==> config.mk <==
export PLATFORM = sky130hd
export DESIGN_NAME = dmem_sram_ctrl
export DESIGN_NICKNAME = d
export VERILOG_FILES = /design/src/rtl/dmem_sram_ctrl.sv
export SDC_FILE = /design/constraint.sdc
export NUM_CORES = 1
export LEC_CHECK = 0
export ABC_AREA = 1
export CORE_MARGIN = 2
export CORE_UTILIZATION = 47
export CTS_CLUSTER_SIZE = 30
export DETAILED_ROUTE_END_ITERATION = 10
export PLACE_DENSITY = 0.85
export SLEW_MARGIN = 5
export SYNTH_ARGS = -nofsm -noshare
export SYNTH_HDL_FRONTEND = slang
export SYNTH_SLANG_ARGS = --single-unit
==> constraint.sdc <==
create_clock -name clk -period 4.55 [get_ports clk]
set_clock_uncertainty 0.1 [all_clocks]
set_input_delay 0.6825 -clock clk [delete_from_list [all_inputs] [get_ports clk]]
set_output_delay 0.6825 -clock clk [all_outputs]
set_load 0.1 [all_outputs]
==> src/rtl/dmem_sram_ctrl.sv <==
// Data-memory controller: turns one-cycle 32-bit MEM-stage loads/stores into
// two timed halfword phases (low then high) on an external 16-bit async SRAM.
module dmem_sram_ctrl #(
    parameter logic [31:0] ADDR_BASE   = 32'd1024,
    parameter int          SRAM_AW     = 18,
    parameter int          WAIT_CYCLES = 2
) (
    input  logic               clk,
    input  logic               rst,
    input  logic               rd_en,
    input  logic               wr_en,
    input  logic [31:0]        address,
    input  logic [31:0]        wdata,
    output logic [31:0]        rdata,
    output logic               ready,
    output logic [SRAM_AW-1:0] sram_addr,
    output logic [15:0]        sram_dq_out,
    input  logic [15:0]        sram_dq_in,
    output logic               sram_dq_oe,
    output logic               sram_we_n
);

    typedef enum logic [1:0] {
        S_IDLE = 2'd0,
        S_LO   = 2'd1,
        S_HI   = 2'd2,
        S_DONE = 2'd3
    } state_t;

    localparam logic [3:0] LAST_CNT = 4'(WAIT_CYCLES - 1);

    state_t               r_state;
    logic [3:0]           r_cnt;
    logic [31:0]          r_wdata;
    logic                 r_is_wr;

    logic [31:0]          w_offset;
    logic [SRAM_AW-2:0]   w_word_idx;
    logic                 w_req;
    logic                 w_last;
    logic                 w_unused_bits;

    // Base-relative byte offset wraps modulo 2^32; only the word index is kept.
    assign w_offset      = address - ADDR_BASE;
    assign w_word_idx    = w_offset[SRAM_AW:2];
    assign w_unused_bits = ^{w_offset[31:SRAM_AW+1], w_offset[1:0]};
    assign w_req         = rd_en | wr_en;
    assign w_last        = (r_cnt == LAST_CNT);

    // Ready feeds the pipeline freeze directly, so it cannot wait a cycle.
    always_comb begin
        ready = 1'b0;
        case (r_state)
            S_IDLE:  ready = ~w_req;
            S_DONE:  ready = 1'b1;
            default: ready = 1'b0;
        endcase
    end

    // Access sequencer with registered SRAM-side outputs.
    always_ff @(posedge clk) begin
        if (rst) begin
            r_state     <= S_IDLE;
            r_cnt       <= 4'd0;
            r_wdata     <= 32'd0;
            r_is_wr     <= 1'b0;
            rdata       <= 32'd0;
            sram_addr   <= '0;
            sram_dq_out <= 16'd0;
            sram_dq_oe  <= 1'b0;
            sram_we_n   <= 1'b1;
        end else begin
            case (r_state)
                S_IDLE: begin
                    if (w_req) begin
                        // A simultaneous read+write request is treated as a write.
                        r_state     <= S_LO;
                        r_cnt       <= 4'd0;
                        r_wdata     <= wdata;
                        r_is_wr     <= wr_en;
                        sram_addr   <= {w_word_idx, 1'b0};
                        sram_dq_out <= wdata[15:0];
                        sram_dq_oe  <= wr_en;
                        sram_we_n   <= ~wr_en;
                    end
                end
                S_LO: begin
                    if (w_last) begin
                        if (!r_is_wr) begin
                            rdata[15:0] <= sram_dq_in;
                        end
                        r_state     <= S_HI;
                        r_cnt       <= 4'd0;
                        sram_addr   <= {sram_addr[SRAM_AW-1:1], 1'b1};
                        sram_dq_out <= r_wdata[31:16];
                    end else begin
                        r_cnt <= r_cnt + 4'd1;
                    end
                end
                S_HI: begin
                    if (w_last) begin
                        if (!r_is_wr) begin
                            rdata[31:16] <= sram_dq_in;
                        end
                        r_state    <= S_DONE;
                        r_cnt      <= 4'd0;
                        sram_dq_oe <= 1'b0;
                        sram_we_n  <= 1'b1;
                    end else begin
                        r_cnt <= r_cnt + 4'd1;
                    end
                end
                S_DONE: begin
                    r_state <= S_IDLE;
                end
                default: begin
                    r_state <= S_IDLE;
                end
            endcase
        end
    end

endmodule

==> metrics.md, run 1 <==
| Metric | Value |
|---|---|
| Outcome | `finished clean` |
| Post-synth top area share | `0.4637` |
| Max-cap violation count | `0` |
| Initial Util | `0.4806` |
| Port Buffers | `137` |
| Ports | `153` |
| YS warnings | `0` |
| Share of layout cells above drive strength 1 | `0.05634` |
| RSZ-0062 raised after global routing | `false` |
| Switching share of power | `0.5151` |
| Mapped Area | `3929 sq um` |
| WHS Path Cells | `2` |
| TritonCTS Sinks | `91` |
| Dominant synthesized flop cell | `dfxtp_1` |
| Comb pwr share | `0.560` |
| Syn Nets | `604` |
| Die area | `9107 sq um` |
| Area delta synth->final | `40.03%` |
| Initial antenna violation count | `0` |
| # diodes | `0` |
| DRC | `0` |
| Critical Path RT | `3770 ps` |
| Register area | `1822 sq um` |
| CTS tree | `done` |
| RePlAce Congestion | `0.8720` |
| CTS Hold Bufs | `0` |
| Critical path type | `in -> out` |
| Worst setup SP type | `primary input` |
| Post-CTS Resized | `0` |
| Final wirelength | `9910 um` |
| Power per cell area | `707.6 nW/um^2` |
| Vias in the first global route | `3,407` |
| Avg WL per Cell | `13.32 um` |
| Leak | `2.162 nW` |
| DP Wirelength | `7179 um` |
| Root Buffer | `clkbuf_8` |
| Slew Viols, Final | `0` |
| Worst min path class | `reg -> reg` |
| DIE WIDTH | `95.43 um` |
| Die Ht | `95.43 um` |
| Core Util, Final | `0.6729` |
| CTS max path bufs | `2` |
| Worst-margin pin slew | `1031 ps` |
| Largest area contributor in the netlist | `dfxtp_1` |
| List of most frequent post-synthesis cells | `dfxtp_1, a21oi_1, nand2_1` |
| Inserted Clock Buffers | `9` |
| Internal Power | `1.887 mW` |
| Fin crit period | `2777 ps` |
| Total gr overflow | `0` |
| Floorplan Core Area | `8175 sq um` |
| Post CTS Setup Buffer Count | `0` |
| Clk slew on worst S/H paths | `90 ps` |
| # fillers | `667` |
| Worst rel slew slack | `0.3104` |
| Final setup fails | `0` |
| All-layer global routing usage | `0.2165` |
| Sequential fraction of the synthesis area | `0.4637` |
| Post-route ant nets | `0` |
| Synth unique cells | `30` |
| Multi-input logic area | `1702 sq um` |
| Clk_lat worst skew | `340 ps` |
| NetSw | `2.005 mW` |
| Number of synthesized flops with an enable pin | `0` |
| Mean Syn Cell Area | `7.673 sq um` |
| Most numerous cell in the Yosys netlist | `dfxtp_1` |
| Hold Vio Cnt, Final | `0` |
| First-pass GRT wire length | `15,540 um` |
| Via density | `4.983` |
| Flop pwr share | `0.285` |
| Critical path endpoint category | `output pin` |
| Period Utilization, post-route | `0.6104` |
| Worst VDD drop | `0.4897 mV` |
| Worst Path Max Fanout | `7` |
| Power share of the clock group | `0.154` |
| Setup TNS | `0 ps` |
| Vias | `3,707` |
| Rows | `33` |
| Syn Inst Count | `512` |
| Asr flop ratio synth | `0` |
| Fmax achieved | `360.1 MHz` |
| Register bit total from synthesis | `91` |
| Drt first-iter violations | `126` |
| Pre-antenna DRT Iters | `5` |
| Largest net degree at the start of global routing | `72` |
| Worst Reg2Reg Path Length in Cells | `8` |
| Area contributors post-synth | `dfxtp_1, a21oi_1, o21ai_0` |
| Arrival time worst endpoint | `1990 ps` |
| H-Tree Depth | `3` |
| Nets | `726` |
[through the flow]
step | instances | hold WS (ps) | worst slack (ps) | power [mW] | area (sq um)
2_1_floorplan | 512 | 354.8 | 1514 | 2.879 | 3929
3_3_place_gp | 728 | 331.5 | 1809 | 3.264 | 5275
3_5_place_dp | 728 | 334.1 | 1760 | 3.306 | 5275
4_1_cts | 744 | 347.5 | 1773 | 3.909 | 5502
5_1_grt | 744 | 365.4 | 1683 | 4.101 | 5502
6_report | 744 | 345.9 | 1773 | 3.893 | 5502
[state kept, by name (all words and copies together), names as in the netlist, 2 cells and up]
signal and flops:
rdata 32, sram_addr 18, r_wdata 16, sram_dq_out 16, r_cnt 4, r_state 2
[kinds of logic after synthesis]
group           after synthesis  synth area share
compound gates              131            0.1736
xor+xnor                      3          0.006689
fa+ha+maj                     8           0.02548
buf+inv                      90            0.1032
flops                        91            0.4637
mux                          16           0.04076
simple gates                173            0.1866
[final timing paths]
path / from / endpoint / slack, ps
hold reg to reg: sram_dq_oe / sram_dq_oe / 350
hold / removal: sram_dq_oe / sram_dq_oe / 350
setup reg to reg: r_state[1] / sram_dq_out[8] / 2160
setup / recovery: wr_en / ready / 1770
[placed cells by master (no fill, tap or decap), types with 5 or more instances in the layout]
cell type	Yosys	layout
o21ai_1	6	6
clkdlybuf4s50_1	0	136
a21oi_1	69	69
mux2i_1	16	16
inv_2	5	5
dfxtp_1	91	91
inv_1	55	55
nor2_1	65	65
ha_1	8	8
o21ai_0	51	51
nand3_1	31	31
nand2_1	66	66
clkbuf_8	0	10
[power by group through the flow]
| stage | Clock (mW) | Combinational [mW] | Sequential [mW] |
|---|---|---|---|
| final | 0.601 | 2.18 | 1.11 |
| after global routing | 0.645 | 2.32 | 1.13 |
| after CTS | 0.613 | 2.18 | 1.11 |
| after detailed placement | 0 | 2.18 | 1.13 |
| after global placement | 0 | 2.15 | 1.12 |
| after floorplan | 0 | 0.797 | 2.08 |
[layer usage]
| layer | vias to the layer above | global-route usage | part of all wire |
|---|---|---|---|
| met2 | 104 | 0.3627 | 0.49 |
| met5 | - | 0 | 0 |
| met4 | 0 | 0.09048 | 0.017 |
| li1 | 1897 | - | - |
| met1 | 1688 | 0.2666 | 0.43 |
| met3 | 18 | 0.05217 | 0.056 |
[worst max-delay path: stages]
cell and delay, ps:
clkdlybuf4s50_1 500, inv_2 90, nand3_2 140, inv_2 130, nor2_1 40, nor2_1 100, buf_4 300
[final cells by class]
| class | instances | area share |
|---|---|---|
| sequential | 91 | 0.3311 |
| multi-input combinational | 331 | 0.3093 |
| timing repair buffer | 140 | 0.2529 |
| inverter | 61 | 0.04162 |
| clock buffer | 11 | 0.02570 |
| tap | 105 | 0.02388 |
| clock inverter | 5 | 0.01547 |
Power figures use the tool's default switching activity.
==> run 2, diff against run 1 <==
--- a/config.mk
+++ b/config.mk
@@ -7,10 +7,10 @@
 export LEC_CHECK = 0
 export ABC_AREA = 1
 export CORE_MARGIN = 2
-export CORE_UTILIZATION = 47
+export CORE_UTILIZATION = 44
 export CTS_CLUSTER_SIZE = 30
 export DETAILED_ROUTE_END_ITERATION = 10
-export PLACE_DENSITY = 0.85
+export PLACE_DENSITY = 0.81
 export SLEW_MARGIN = 5
 export SYNTH_ARGS = -nofsm -noshare
 export SYNTH_HDL_FRONTEND = slang
==> constraint.sdc (replaced) <==
create_clock -name clk -period 2.9 [get_ports clk]
set_clock_uncertainty 0.1 [all_clocks]
set_input_delay 0.435 -clock clk [delete_from_list [all_inputs] [get_ports clk]]
set_output_delay 0.435 -clock clk [all_outputs]
set_load 0.1 [all_outputs]
==> metrics.md, run 2 (synthesis results as in run 1) <==
| Metric | Value |
|---|---|
| Outcome | `finished clean` |
| RSZ-0062 raised after global routing | `false` |
| Register area | `1822 sq um` |
| Worst Path Max Fanout | `7` |
| Leading cell type in the layout, fill and taps excluded | `dfxtp_1` |
| Post-CTS Resized | `0` |
| Critical path type | `reg -> out` |
| DRC | `0` |
| Worst rel slew slack | `0.5615` |
| Power per cell area | `1118 nW/um^2` |
| Clk slew on worst S/H paths | `90 ps` |
| CTS Hold Bufs | `0` |
| Die area | `9701 sq um` |
| Initial Util | `0.4527` |
| Worst setup SP type | `flip-flop` |
| RR Endpoint | `r_state[1]` |
| Final WS setup | `540.7 ps` |
| Worst VDD drop | `0.6853 mV` |
| Switching share of power | `0.5305` |
| Fmax achieved | `423.9 MHz` |
| Die Ht | `98.50 um` |
| DIE WIDTH | `98.50 um` |
| Period Utilization, post-route | `0.8135` |
| Comb pwr share | `0.564` |
| Initial antenna violation count | `0` |
| # diodes | `0` |
| CTS tree | `done` |
| H-Tree Depth | `3` |
| Largest registers | `rdata x32, sram_addr x18` |
| Clk_lat worst skew | `340 ps` |
| All-layer global routing usage | `0.1961` |
| Ports | `153` |
| Min Hold Slack | `346.3 ps` |
| Power share of the clock group | `0.144` |
| RePlAce Congestion | `0.7882` |
| Crit Reg-Reg Startpoint | `r_state[1]` |
| Final wirelength | `9846 um` |
| # fillers | `790` |
| Most frequent cells in the layout | `dfxtp_1, buf_4, a21oi_1` |
| Post-route ant nets | `0` |
| Inserted Clock Buffers | `9` |
| Root Buffer | `clkbuf_8` |
| CP max-delay cell | `dfxtp_1` |
| Critical path endpoint category | `output pin` |
| Arrival time worst endpoint | `1820 ps` |
| WHS Path Cells | `2` |
| Setup TNS | `0 ps` |
| Via density | `4.850` |
| CP dominant cell by count | `nor2_1` |
| Flop pwr share | `0.292` |
| CTS max path bufs | `2` |
| Multi-input logic area | `1702 sq um` |
| Total gr overflow | `0` |
| Place WS | `677.2 ps` |
| Largest reg by FF count | `rdata` |
| Critical Path RT | `2370 ps` |
| Worst Reg2Reg Path Length in Cells | `6` |
| Floorplan Core Area | `8678 sq um` |
| Vias in the first global route | `3,385` |
| Fin crit period | `2359 ps` |
| Drt first-iter violations | `130` |
| Port Buffers | `137` |
| Internal Power | `2.809 mW` |
| Share of layout cells above drive strength 1 | `0.1695` |
| Final setup fails | `0` |
| Area delta synth->final | `36.21%` |
| Largest net degree at the start of global routing | `43` |
| Worst min path class | `reg -> reg` |
| Crit path largest cell delay | `350 ps` |
| Cell chain of the critical path | `inv_1 -> ha_1 -> nand3_2 -> inv_2 -> nor2_1 -> nor2_1 -> buf_12` |
| Leak | `2.294 nW` |
| TritonCTS Sinks | `91` |
| DP Wirelength | `7312 um` |
| Hold Vio Cnt, Final | `0` |
| NetSw | `3.174 mW` |
| Endpoint, Worst Hold | `rdata[5]` |
| Worst-margin pin slew | `655.4 ps` |
| Crit. Startpoint | `r_state[0]` |
| R2R Setup Slk | `940 ps` |
| Nets | `730` |
| Slew Viols, Final | `0` |
| Hold path startpoint | `rdata[5]` |
| Rows | `34` |
| Max-cap violation count | `0` |
| Pre-antenna DRT Iters | `4` |
| First-pass GRT wire length | `15,700 um` |
| Max reg flops | `32` |
| Avg WL per Cell | `13.11 um` |
| Vias | `3,642` |
| Post CTS Setup Buffer Count | `0` |
==> run 2: area by class of cell <==
type | instances | share of cell area
flip-flops and latches | 91 | 0.3404
repair buffers | 144 | 0.2361
clock buffers | 9 | 0.02315
inverters | 61 | 0.04279
clock inverters | 7 | 0.01426
well taps | 108 | 0.02525
multi-input cells | 331 | 0.3180
==> run 2: routing by layer <==
| metal | up-vias | share of wire | global-route usage |
|---|---|---|---|
| met1 | 1625 | 0.46 | 0.2545 |
| met3 | 15 | 0.054 | 0.04752 |
| met5 | - | 0 | 0 |
| met4 | 0 | 0.018 | 0.07165 |
| li1 | 1914 | - | - |
| met2 | 88 | 0.47 | 0.3192 |
==> run 2: power by group through the flow <==
| stage | clock network, mW | logic, mW | registers, mW |
|---|---|---|---|
| after floorplan | 0 | 1.25 | 3.27 |
| after global placement | 0 | 3.33 | 1.76 |
| final | 0.862 | 3.37 | 1.75 |
| after global routing | 0.939 | 3.59 | 1.79 |
| after detailed placement | 0 | 3.38 | 1.78 |
| after CTS | 0.883 | 3.38 | 1.75 |
==> run 2: stage by stage <==
| step | power (mW) | util | instance area (sq um) | std cells |
|---|---|---|---|---|
| after global placement | 5.092 | 0.5936 | 5151 | 735 |
| after floorplan | 4.517 | - | 3929 | 512 |
| final | 5.983 | 0.6166 | 5351 | 751 |
| after detailed placement | 5.154 | 0.5936 | 5151 | 735 |
| after global routing | 6.311 | 0.6166 | 5351 | 751 |
| after CTS | 6.015 | 0.6166 | 5351 | 751 |
==> run 2: critical path, delay by kind of cell (launching register included) <==
family	cells	cell delay, ps
buf+inv	3	440
simple gates	3	410
flops	1	350
fa+ha+maj	1	270
==> run 2: worst max-delay path by stage <==
stage,endpoint,depth (start not counted)
floorplan,ready,6
global placement,ready,7
detailed placement,ready,7
CTS,ready,7
global route,ready,7
finish,ready,7
==> run 3, diff against run 2 <==
==> constraint.sdc (replaced) <==
create_clock -name clk -period 2.4 [get_ports clk]
set_clock_uncertainty 0.1 [all_clocks]
set_input_delay 0.36 -clock clk [delete_from_list [all_inputs] [get_ports clk]]
set_output_delay 0.36 -clock clk [all_outputs]
set_load 0.1 [all_outputs]
==> metrics.md, run 3 (synthesis results as in run 1) <==
| Metric | Value |
|---|---|
| Setup TNS | `0 ps` |
| Via density | `4.975` |
| Worst min path class | `reg -> reg` |
| Ports | `153` |
| Final setup fails | `0` |
| Arrival time worst endpoint | `1760 ps` |
| Port Buffers | `137` |
| H-Tree Depth | `3` |
| Min Hold Slack | `348.6 ps` |
| Largest reg by FF count | `rdata` |
| Initial Util | `0.4527` |
| Clk_lat worst skew | `350 ps` |
| Nets | `731` |
| Critical path endpoint category | `output pin` |
| CTS max path bufs | `2` |
| Worst VDD drop | `0.7180 mV` |
| Critical path type | `reg -> out` |
| CTS tree | `done` |
| Slew Viols, Final | `0` |
| Hold Vio Cnt, Final | `0` |
| Worst-margin pin slew | `588.0 ps` |
| Power per cell area | `1365 nW/um^2` |
| Critical Path RT | `1940 ps` |
| DP Wirelength | `7428 um` |
| Overall power | `7.371 mW` |
| RSZ-0062 raised after global routing | `false` |
| Pre-antenna DRT Iters | `4` |
| Crit path largest cell delay | `350 ps` |
| # diodes | `0` |
| First-pass GRT wire length | `16,700 um` |
| Rows | `34` |
| Die area | `9701 sq um` |
| Max reg flops | `32` |
| All-layer global routing usage | `0.2088` |
| Total gr overflow | `0` |
| Floorplan Core Area | `8678 sq um` |
| Worst setup SP type | `flip-flop` |
| Post-CTS Resized | `0` |
| Root Buffer | `clkbuf_8` |
| Post CTS Setup Buffer Count | `0` |
| Drt first-iter violations | `133` |
| Final wirelength | `10,200 um` |
| Non-filler cells, final | `752` |
| Max-cap violation count | `0` |
| Period Utilization, post-route | `0.9245` |
| Fin crit period | `2219 ps` |
| Vias | `3,741` |
| Cell family with most CP delay | `buffers and inverters` |
| Inserted Clock Buffers | `9` |
| Share of layout cells above drive strength 1 | `0.1724` |
| Met2 wire length | `4880 um` |
| Metal3 WL | `534 um` |
| Worst rel slew slack | `0.6080` |
| Cell chain of the critical path | `inv_1 -> ha_1 -> nand3_2 -> inv_2 -> nor2_1 -> nor2_2 -> buf_12` |
| Dpl cells | `736` |
| Most frequent cells in the layout | `dfxtp_1, buf_4, a21oi_1` |
| Post-route ant nets | `0` |
| Initial antenna violation count | `0` |
| DRC | `0` |
| Highest Signal Layer | `met4` |
| Die Ht | `98.50 um` |
| Vias in the first global route | `3,571` |
| Largest registers | `rdata x32, sram_addr x18` |
| Largest net degree at the start of global routing | `72` |
| TritonCTS Sinks | `91` |
| Outcome | `finished clean` |
| Fmax achieved | `450.7 MHz` |
| Crit path buf inv count | `3` |
| Worst Path Max Fanout | `7` |
| CTS Hold Bufs | `0` |
| Leading cell type in the layout, fill and taps excluded | `dfxtp_1` |
| Leak | `2.310 nW` |
| RePlAce Congestion | `0.8489` |
| Area delta synth->final | `37.45%` |
| CP max-delay cell | `dfxtp_1` |
| Avg WL per Cell | `13.56 um` |
| Wl on met1 | `4480 um` |
| Clk slew on worst S/H paths | `100 ps` |
| DIE WIDTH | `98.50 um` |
## run 3: cell types whose count changed in the layout (fill, tap and decap cells not counted)
| cell | before | now |
|---|---|---|
| buf_12 | 1 | 3 |
| buf_4 | 75 | 74 |
| clkinv_2 | 1 | 0 |
| clkinv_4 | 1 | 0 |
| inv_6 | 2 | 3 |
| inv_8 | 0 | 1 |
| nand3_2 | 3 | 2 |
| nand3_4 | 0 | 1 |
| nor2_1 | 65 | 64 |
| nor2_2 | 0 | 1 |
## run 3: path summary, 6_finish.rpt
kind                   start  slack, ps  depth (start not counted)             end
setup / recovery  r_state[0]        180                          7           ready
hold reg to reg    rdata[28]        350                          2       rdata[28]
setup reg to reg  r_state[1]        380                          7  sram_dq_out[4]
hold / removal     rdata[28]        350                          2       rdata[28]
## run 3: power breakdown
part / switching (mW) / leakage, nW / total [mW] / internal (mW)
registers: 0.219 / 0.746 / 2.11 / 1.89
logic: 3.10 / 1.47 / 4.16 / 1.07
clock network: 0.593 / 0.0988 / 1.09 / 0.500
total: 3.91 / 2.31 / 7.37 / 3.46
## run 3: final cells by class
class	instances	area, sq um
sequential	91	1822
fill	786	3278
clock inverter	7	82.58
tap	108	135.1
multi-input combinational	331	1712
timing repair buffer	145	1296
inverter	61	229.0
clock buffer	9	123.9
## run 3: tightest hold or removal path, cell delays in order (launching register included)
cell and delay, ps:
dfxtp_1 320, inv_1 50, a21oi_1 50
## run 3: stage by stage
step           instance area, sq um  setup slack [ps]    util
3_5_place_dp                   5186             203.4  0.5976
3_3_place_gp                   5186             304.1  0.5976
5_1_grt                        5400             45.33  0.6223
2_1_floorplan                  3931             228.0       -
4_1_cts                        5393             158.6  0.6214
6_report                       5400             181.2  0.6223
## run 3: metal layers
layer  vias up  track usage
met4         0      0.09168
met1      1692       0.2662
met2       115       0.3417
met5         -            0
li1       1909            -
met3        25      0.04539
